$ cat config.mk
export PLATFORM = sky130hd
export DESIGN_NAME = shift_serial_deserializer_flat
export DESIGN_NICKNAME = d
export VERILOG_FILES = /design/src/rtl/shift_serial_deserializer_if.sv /design/src/rtl/shift_serial_deserializer.sv /design/src/flat_wrapper.sv
export SDC_FILE = /design/constraint.sdc
export NUM_CORES = 1
export LEC_CHECK = 0
export ABC_AREA = 1
export CORE_ASPECT_RATIO = 1.25
export CORE_MARGIN = 2
export CORE_UTILIZATION = 52
export DETAILED_ROUTE_END_ITERATION = 6
export PLACE_DENSITY = 0.78
export SKIP_LAST_GASP = 1
export SYNTH_ARGS = -nofsm -noshare
export SYNTH_HDL_FRONTEND = slang
export SYNTH_SLANG_ARGS = --single-unit
$ cat constraint.sdc
create_clock -name clk -period 1.9 [get_ports clk]
set_input_delay 0.19 -clock clk [delete_from_list [all_inputs] [get_ports clk]]
set_output_delay 0.19 -clock clk [all_outputs]
set_load 0.005 [all_outputs]
$ cat src/rtl/shift_serial_deserializer_if.sv
`default_nettype none
// ============================================================================
// Module      : shift_serial_deserializer_if
// Description : Serial-side and parallel-side signals of the deserializer.
//               Names carry the deserializer's point of view (i_ = into it,
//               o_ = out of it). The slave modport is the deserializer; the
//               master modport is the transmitter/consumer environment.
// Revision    : 1.0 - initial release
// ============================================================================
interface shift_serial_deserializer_if #(
  parameter int WIDTH = 8,
  parameter int CNT_W = 4
);
  logic             i_serial_in;
  logic             i_bit_valid;
  logic             i_shift_left_right;
  logic             i_frame_start;
  logic             i_q_ready;
  logic             i_clear_overrun;
  logic [WIDTH-1:0] o_q;
  logic             o_q_valid;
  logic             o_overrun;
  logic [CNT_W-1:0] o_bit_count;

  modport slave (
    input  i_serial_in, i_bit_valid, i_shift_left_right, i_frame_start,
           i_q_ready, i_clear_overrun,
    output o_q, o_q_valid, o_overrun, o_bit_count
  );

  modport master (
    output i_serial_in, i_bit_valid, i_shift_left_right, i_frame_start,
           i_q_ready, i_clear_overrun,
    input  o_q, o_q_valid, o_overrun, o_bit_count
  );
endinterface
`default_nettype wire

$ cat src/rtl/shift_serial_deserializer.sv
`default_nettype none
// ============================================================================
// Module      : shift_serial_deserializer
// Description : Receive end of the shift-register serial link. Captures one
//               bit per qualified clock, assembles WIDTH-bit words MSB-first
//               or LSB-first, and presents them through a single holding
//               register with a valid/ready handshake. Words completing while
//               the holding register is occupied and not being accepted are
//               dropped and flagged with a sticky overrun.
// Revision    : 1.0 - initial release
// ============================================================================
module shift_serial_deserializer #(
  parameter int WIDTH = 8,
  parameter int CNT_W = 4
) (
  input  logic                         clk,
  input  logic                         reset,
  shift_serial_deserializer_if.slave   bus
);

  typedef enum logic [0:0] {
    IDLE  = 1'b0,
    SHIFT = 1'b1
  } state_t;

  localparam logic [CNT_W-1:0] c_LAST_BIT = CNT_W'(WIDTH - 1);
  localparam logic [CNT_W-1:0] c_ONE      = CNT_W'(1);

  state_t           r_state;
  logic [WIDTH-1:0] r_sr;
  logic [CNT_W-1:0] r_bit_count;
  logic             r_dir_lat;
  logic [WIDTH-1:0] r_q;
  logic             r_q_valid;
  logic             r_overrun;

  logic [CNT_W-1:0] w_cnt_base;
  logic             w_dir;
  logic [WIDTH-1:0] w_sr_next;
  logic             w_complete;
  logic             w_q_free;

  // Next-bit datapath: frame_start rewinds to bit 0 before this edge's capture.
  always_comb begin
    w_cnt_base = (bus.i_frame_start || (r_state == IDLE)) ? '0 : r_bit_count;
    // Direction is only sampled on bit 0; mid-word changes are ignored.
    w_dir      = (w_cnt_base == '0) ? bus.i_shift_left_right : r_dir_lat;
    w_sr_next  = w_dir ? {bus.i_serial_in, r_sr[WIDTH-1:1]}
                       : {r_sr[WIDTH-2:0], bus.i_serial_in};
    w_complete = bus.i_bit_valid && (w_cnt_base == c_LAST_BIT);
    // The holding register can take a new word if empty or drained this edge.
    w_q_free   = !r_q_valid || bus.i_q_ready;
  end

  // Capture FSM, holding register, handshake and sticky overrun.
  always_ff @(posedge clk) begin
    if (reset) begin
      r_state     <= IDLE;
      r_sr        <= '0;
      r_bit_count <= '0;
      r_dir_lat   <= 1'b0;
      r_q         <= '0;
      r_q_valid   <= 1'b0;
      r_overrun   <= 1'b0;
    end else begin
      if (bus.i_bit_valid) begin
        r_sr      <= w_sr_next;
        r_dir_lat <= w_dir;
        if (w_complete) begin
          r_bit_count <= '0;
          r_state     <= IDLE;
        end else begin
          r_bit_count <= w_cnt_base + c_ONE;
          r_state     <= SHIFT;
        end
      end else if (bus.i_frame_start) begin
        r_bit_count <= '0;
        r_state     <= IDLE;
      end

      // A completing word goes straight to q; accept and refill on the same
      // edge keeps q_valid high with no bubble.
      if (w_complete && w_q_free) begin
        r_q       <= w_sr_next;
        r_q_valid <= 1'b1;
      end else if (r_q_valid && bus.i_q_ready) begin
        r_q_valid <= 1'b0;
      end

      // Setting wins over a simultaneous clear.
      if (w_complete && !w_q_free) begin
        r_overrun <= 1'b1;
      end else if (bus.i_clear_overrun) begin
        r_overrun <= 1'b0;
      end
    end
  end

  assign bus.o_q         = r_q;
  assign bus.o_q_valid   = r_q_valid;
  assign bus.o_overrun   = r_overrun;
  assign bus.o_bit_count = r_bit_count;

endmodule
`default_nettype wire

$ cat src/flat_wrapper.sv
// flat-port wrapper written by rule: the top's interface ports become plain ports
module shift_serial_deserializer_flat 
#(
  parameter int WIDTH = 8,
  parameter int CNT_W = 4
)
  (clk, reset, bus_i_serial_in, bus_i_bit_valid, bus_i_shift_left_right, bus_i_frame_start, bus_i_q_ready, bus_i_clear_overrun, bus_o_q, bus_o_q_valid, bus_o_overrun, bus_o_bit_count);
  shift_serial_deserializer_if #(.WIDTH(WIDTH), .CNT_W(CNT_W)) bus_i ();
  input  logic clk;
  input  logic reset;
  input wire logic [$bits(bus_i.i_serial_in)-1:0] bus_i_serial_in;
  input wire logic [$bits(bus_i.i_bit_valid)-1:0] bus_i_bit_valid;
  input wire logic [$bits(bus_i.i_shift_left_right)-1:0] bus_i_shift_left_right;
  input wire logic [$bits(bus_i.i_frame_start)-1:0] bus_i_frame_start;
  input wire logic [$bits(bus_i.i_q_ready)-1:0] bus_i_q_ready;
  input wire logic [$bits(bus_i.i_clear_overrun)-1:0] bus_i_clear_overrun;
  output wire logic [$bits(bus_i.o_q)-1:0] bus_o_q;
  output wire logic [$bits(bus_i.o_q_valid)-1:0] bus_o_q_valid;
  output wire logic [$bits(bus_i.o_overrun)-1:0] bus_o_overrun;
  output wire logic [$bits(bus_i.o_bit_count)-1:0] bus_o_bit_count;
  assign bus_i.i_serial_in = bus_i_serial_in;
  assign bus_i.i_bit_valid = bus_i_bit_valid;
  assign bus_i.i_shift_left_right = bus_i_shift_left_right;
  assign bus_i.i_frame_start = bus_i_frame_start;
  assign bus_i.i_q_ready = bus_i_q_ready;
  assign bus_i.i_clear_overrun = bus_i_clear_overrun;
  assign bus_o_q = bus_i.o_q;
  assign bus_o_q_valid = bus_i.o_q_valid;
  assign bus_o_overrun = bus_i.o_overrun;
  assign bus_o_bit_count = bus_i.o_bit_count;
  shift_serial_deserializer #(.WIDTH(WIDTH), .CNT_W(CNT_W)) u_core (.clk(clk), .reset(reset), .bus(bus_i));
endmodule
==> flow_summary.ini <==
[status]
status = finished, final reports clean

[clocking]
clk_latency_ns = 0.31
ctsHoldBuffers = 0
tritoncts = built
clkTransAtPathRegs_ns = 0.12
postCtsSetupBuffers = 0
cts-root-buf = clkbuf_4
htree_levels = 1
clkSinkCount = 24
clk_path_buf_depth = 2
cts_made_buffers = 3
cts_resized = 0

[timing]
clock_skew_ns = 0.004040
fin_ws_ns = 0.2308
finalHoldViolCount = 0
drv_slew = 0
layout_min_cycle_time_ns = 1.669
fin_crit_sh = 0.8785
relSlewSlack = 0.7733
setup_viol = 0
hold_ws_ns = 0.4754
worst_pin_slew_ns = 0.3390
grt_setup_unrepaired = false
max_freq_mhz = 599.1

[floorplanning]
fp.coreArea_um2 = 2427
num_rows = 20
fp.dieW_um = 49.36
die_area_um2 = 2996
die_h_um = 60.71
initial_core_util = 0.5510
io-pin-count = 22

[power]
power.density_nw_per_um2 = 556.1
peakVddDrop_mv = 0.4201
seqPwrFrac = 0.591
p_sw_w = 0.0002453
clkPwrFrac = 0.241
pwr-share-comb = 0.168
p_int_w = 0.0006565
switching_share = 0.2720
p_leak_nw = 0.7583

[logic_synthesis]
synthesis.nets = 205
synthTopCellsByCount = nand2_1 (52), nand3_1 (37), inv_1 (35), dfxtp_1 (24), a21oi_1 (14)
yosysSeqAreaShare = 0.3592
synth.cell_area_um2 = 1338
yosys_most_used_dff = dfxtp_1
synth-async-reset-ratio = 0
synth_cells = 196
synth-seq-cells = 24
synth_top_area_share = 0.3592
yosysMostFrequentCell = nand2_1
syn_area_per_cell_um2 = 6.824
synth_area_leaders = dfxtp_1 (36%), nand2_1 (15%), nand3_1 (14%), inv_1 (9.8%), a21oi_1 (5.2%)
yosys_warnings = 0
synth-edff-count = 0
yosys.area.top_type = dfxtp_1
synth.distinct_cells = 25

[critical_path]
critical_path_class = reg -> reg
cp_data_required_time_ns = 2.11
cp-end-kind = register
path_depth = 10
reg2reg_depth = 10
crit_family = simple AND/OR/NAND/NOR gates
crit_start = u_core.r_state
crit_fanout = 15
cp.arrival_ns = 1.88
slowest_stage = dfxtp_1
cp.buffers_inverters = 2
worstPathCellList = inv_1 > nor2_4 > nand2_1 > ha_1 > nand3_2 > nand2_4 > nand2_2 > nand2_1 > o211ai_1 > inv_1
cp-start-kind = register
critPathMaxStageDelay_ns = 0.41
timing.rr.start = u_core.r_state

[drt]
drc = 0
finalWirelength_um = 2790
firstDrtPassIters = 6
drt-initial-drc-count = 35
drt-vias-per-instance = 5.047
routed-via-count = 1282
wl_per_cell_um = 10.98
ant_nets = 0

[placement]
hpwl_um = 2162
pre_cts_slack_ns = -0.03751
place_congestion = 0.9247
io_buffers = 21

[global_routing]
grt_overflow = 0
antenna_found_initial = 0
grt_usage = 0.2127
grt_pass1_vias = 1158
grt_max_degree = 16
grt_pass1_wl_um = 4871

[finish]
nNetsFinal = 232
drive_above_1_share = 0.1267
n_antenna_cell = 0
area_growth_pct = 21.24
post-route-util = 0.6680

[worst_hold_path]
hold_path_class = reg -> reg
min-delay-start = u_core.bus.o_overrun
hold_depth = 2

[flow_run]
maxCapViolCount = 0
[state kept, by name, indices dropped and copies added, names as in the netlist]
| register | count |
|---|---|
| u_core.r_dir_lat | 1 |
| u_core.bus.o_overrun | 1 |
| u_core.bus.o_bit_count | 4 |
| u_core.r_state | 1 |
| u_core.bus.o_q_valid | 1 |
| u_core.r_sr | 8 |
| u_core.bus.o_q | 8 |
[worst min-delay path: cells and delay by family, from the launching register on]
kind	cells	cell delay, ns
flip-flops	1	0.33
AND/OR/NAND/NOR	1	0.06
AO/OA/AOI/OAI	1	0.05
[power by group through the flow]
stage               clock (W)  combinational, W  sequential, W
detailed placement          0          0.000151       0.000544
floorplan                   0          0.000106       0.000540
global route         0.000254          0.000171       0.000535
finish               0.000217          0.000151       0.000533
CTS                  0.000234          0.000151       0.000533
global placement            0          0.000148       0.000544
[metal layers]
metal,routed length (um),track usage
met3,129,0.02956
met4,62,0.1184
met2,1344,0.3571
met5,0,0
met1,1254,0.2674
[per-stage QoR]
step / std cells / cell area (um2) / setup TNS, ns / total power (W)
finish: 254 / 1622 / 0 / 0.0009017
global placement: 251 / 1599 / 0 / 0.0006923
detailed placement: 251 / 1599 / -0.1944 / 0.0006947
floorplan: 196 / 1338 / 0 / 0.0006463
global route: 254 / 1622 / 0 / 0.0009602
CTS: 254 / 1622 / 0 / 0.0009181
[kinds of logic after synthesis]
group	count (synthesis)	share of synthesized area
simple gates	103	0.3770
buf+inv	43	0.1338
compound gates	25	0.1207
flops	24	0.3592
fa+ha+maj	1	0.009353
[layout make-up]
cell class | instances | area, um2
fill | 241 | 805.8
clock buffer | 3 | 22.52
sequential | 24 | 480.5
multi-input combinational | 129 | 678.2
timing repair buffer | 27 | 255.2
tap | 33 | 41.29
inverter | 38 | 143.9
[cell usage in the layout (no fill, tap or decap), drive strengths merged]
cell type / n
a21oi: 22
buf: 6
clkbuf: 3
clkdlybuf4s50: 21
clkinv: 2
dfxtp: 24
ha: 1
inv: 36
nand2: 54
nand3: 41
nand4: 2
nor2: 5
nor3: 1
o211ai: 1
o21ai: 2
[path summary, 6_finish.rpt]
| check | slack [ns] | to |
|---|---|---|
| min | 0.48 | u_core.bus.o_overrun |
| max reg2reg | 0.23 | u_core.r_dir_lat |
| min reg2reg | 0.48 | u_core.bus.o_overrun |
| max | 0.23 | u_core.r_dir_lat |
No activity file was read; power rests on OpenSTA's default activity.
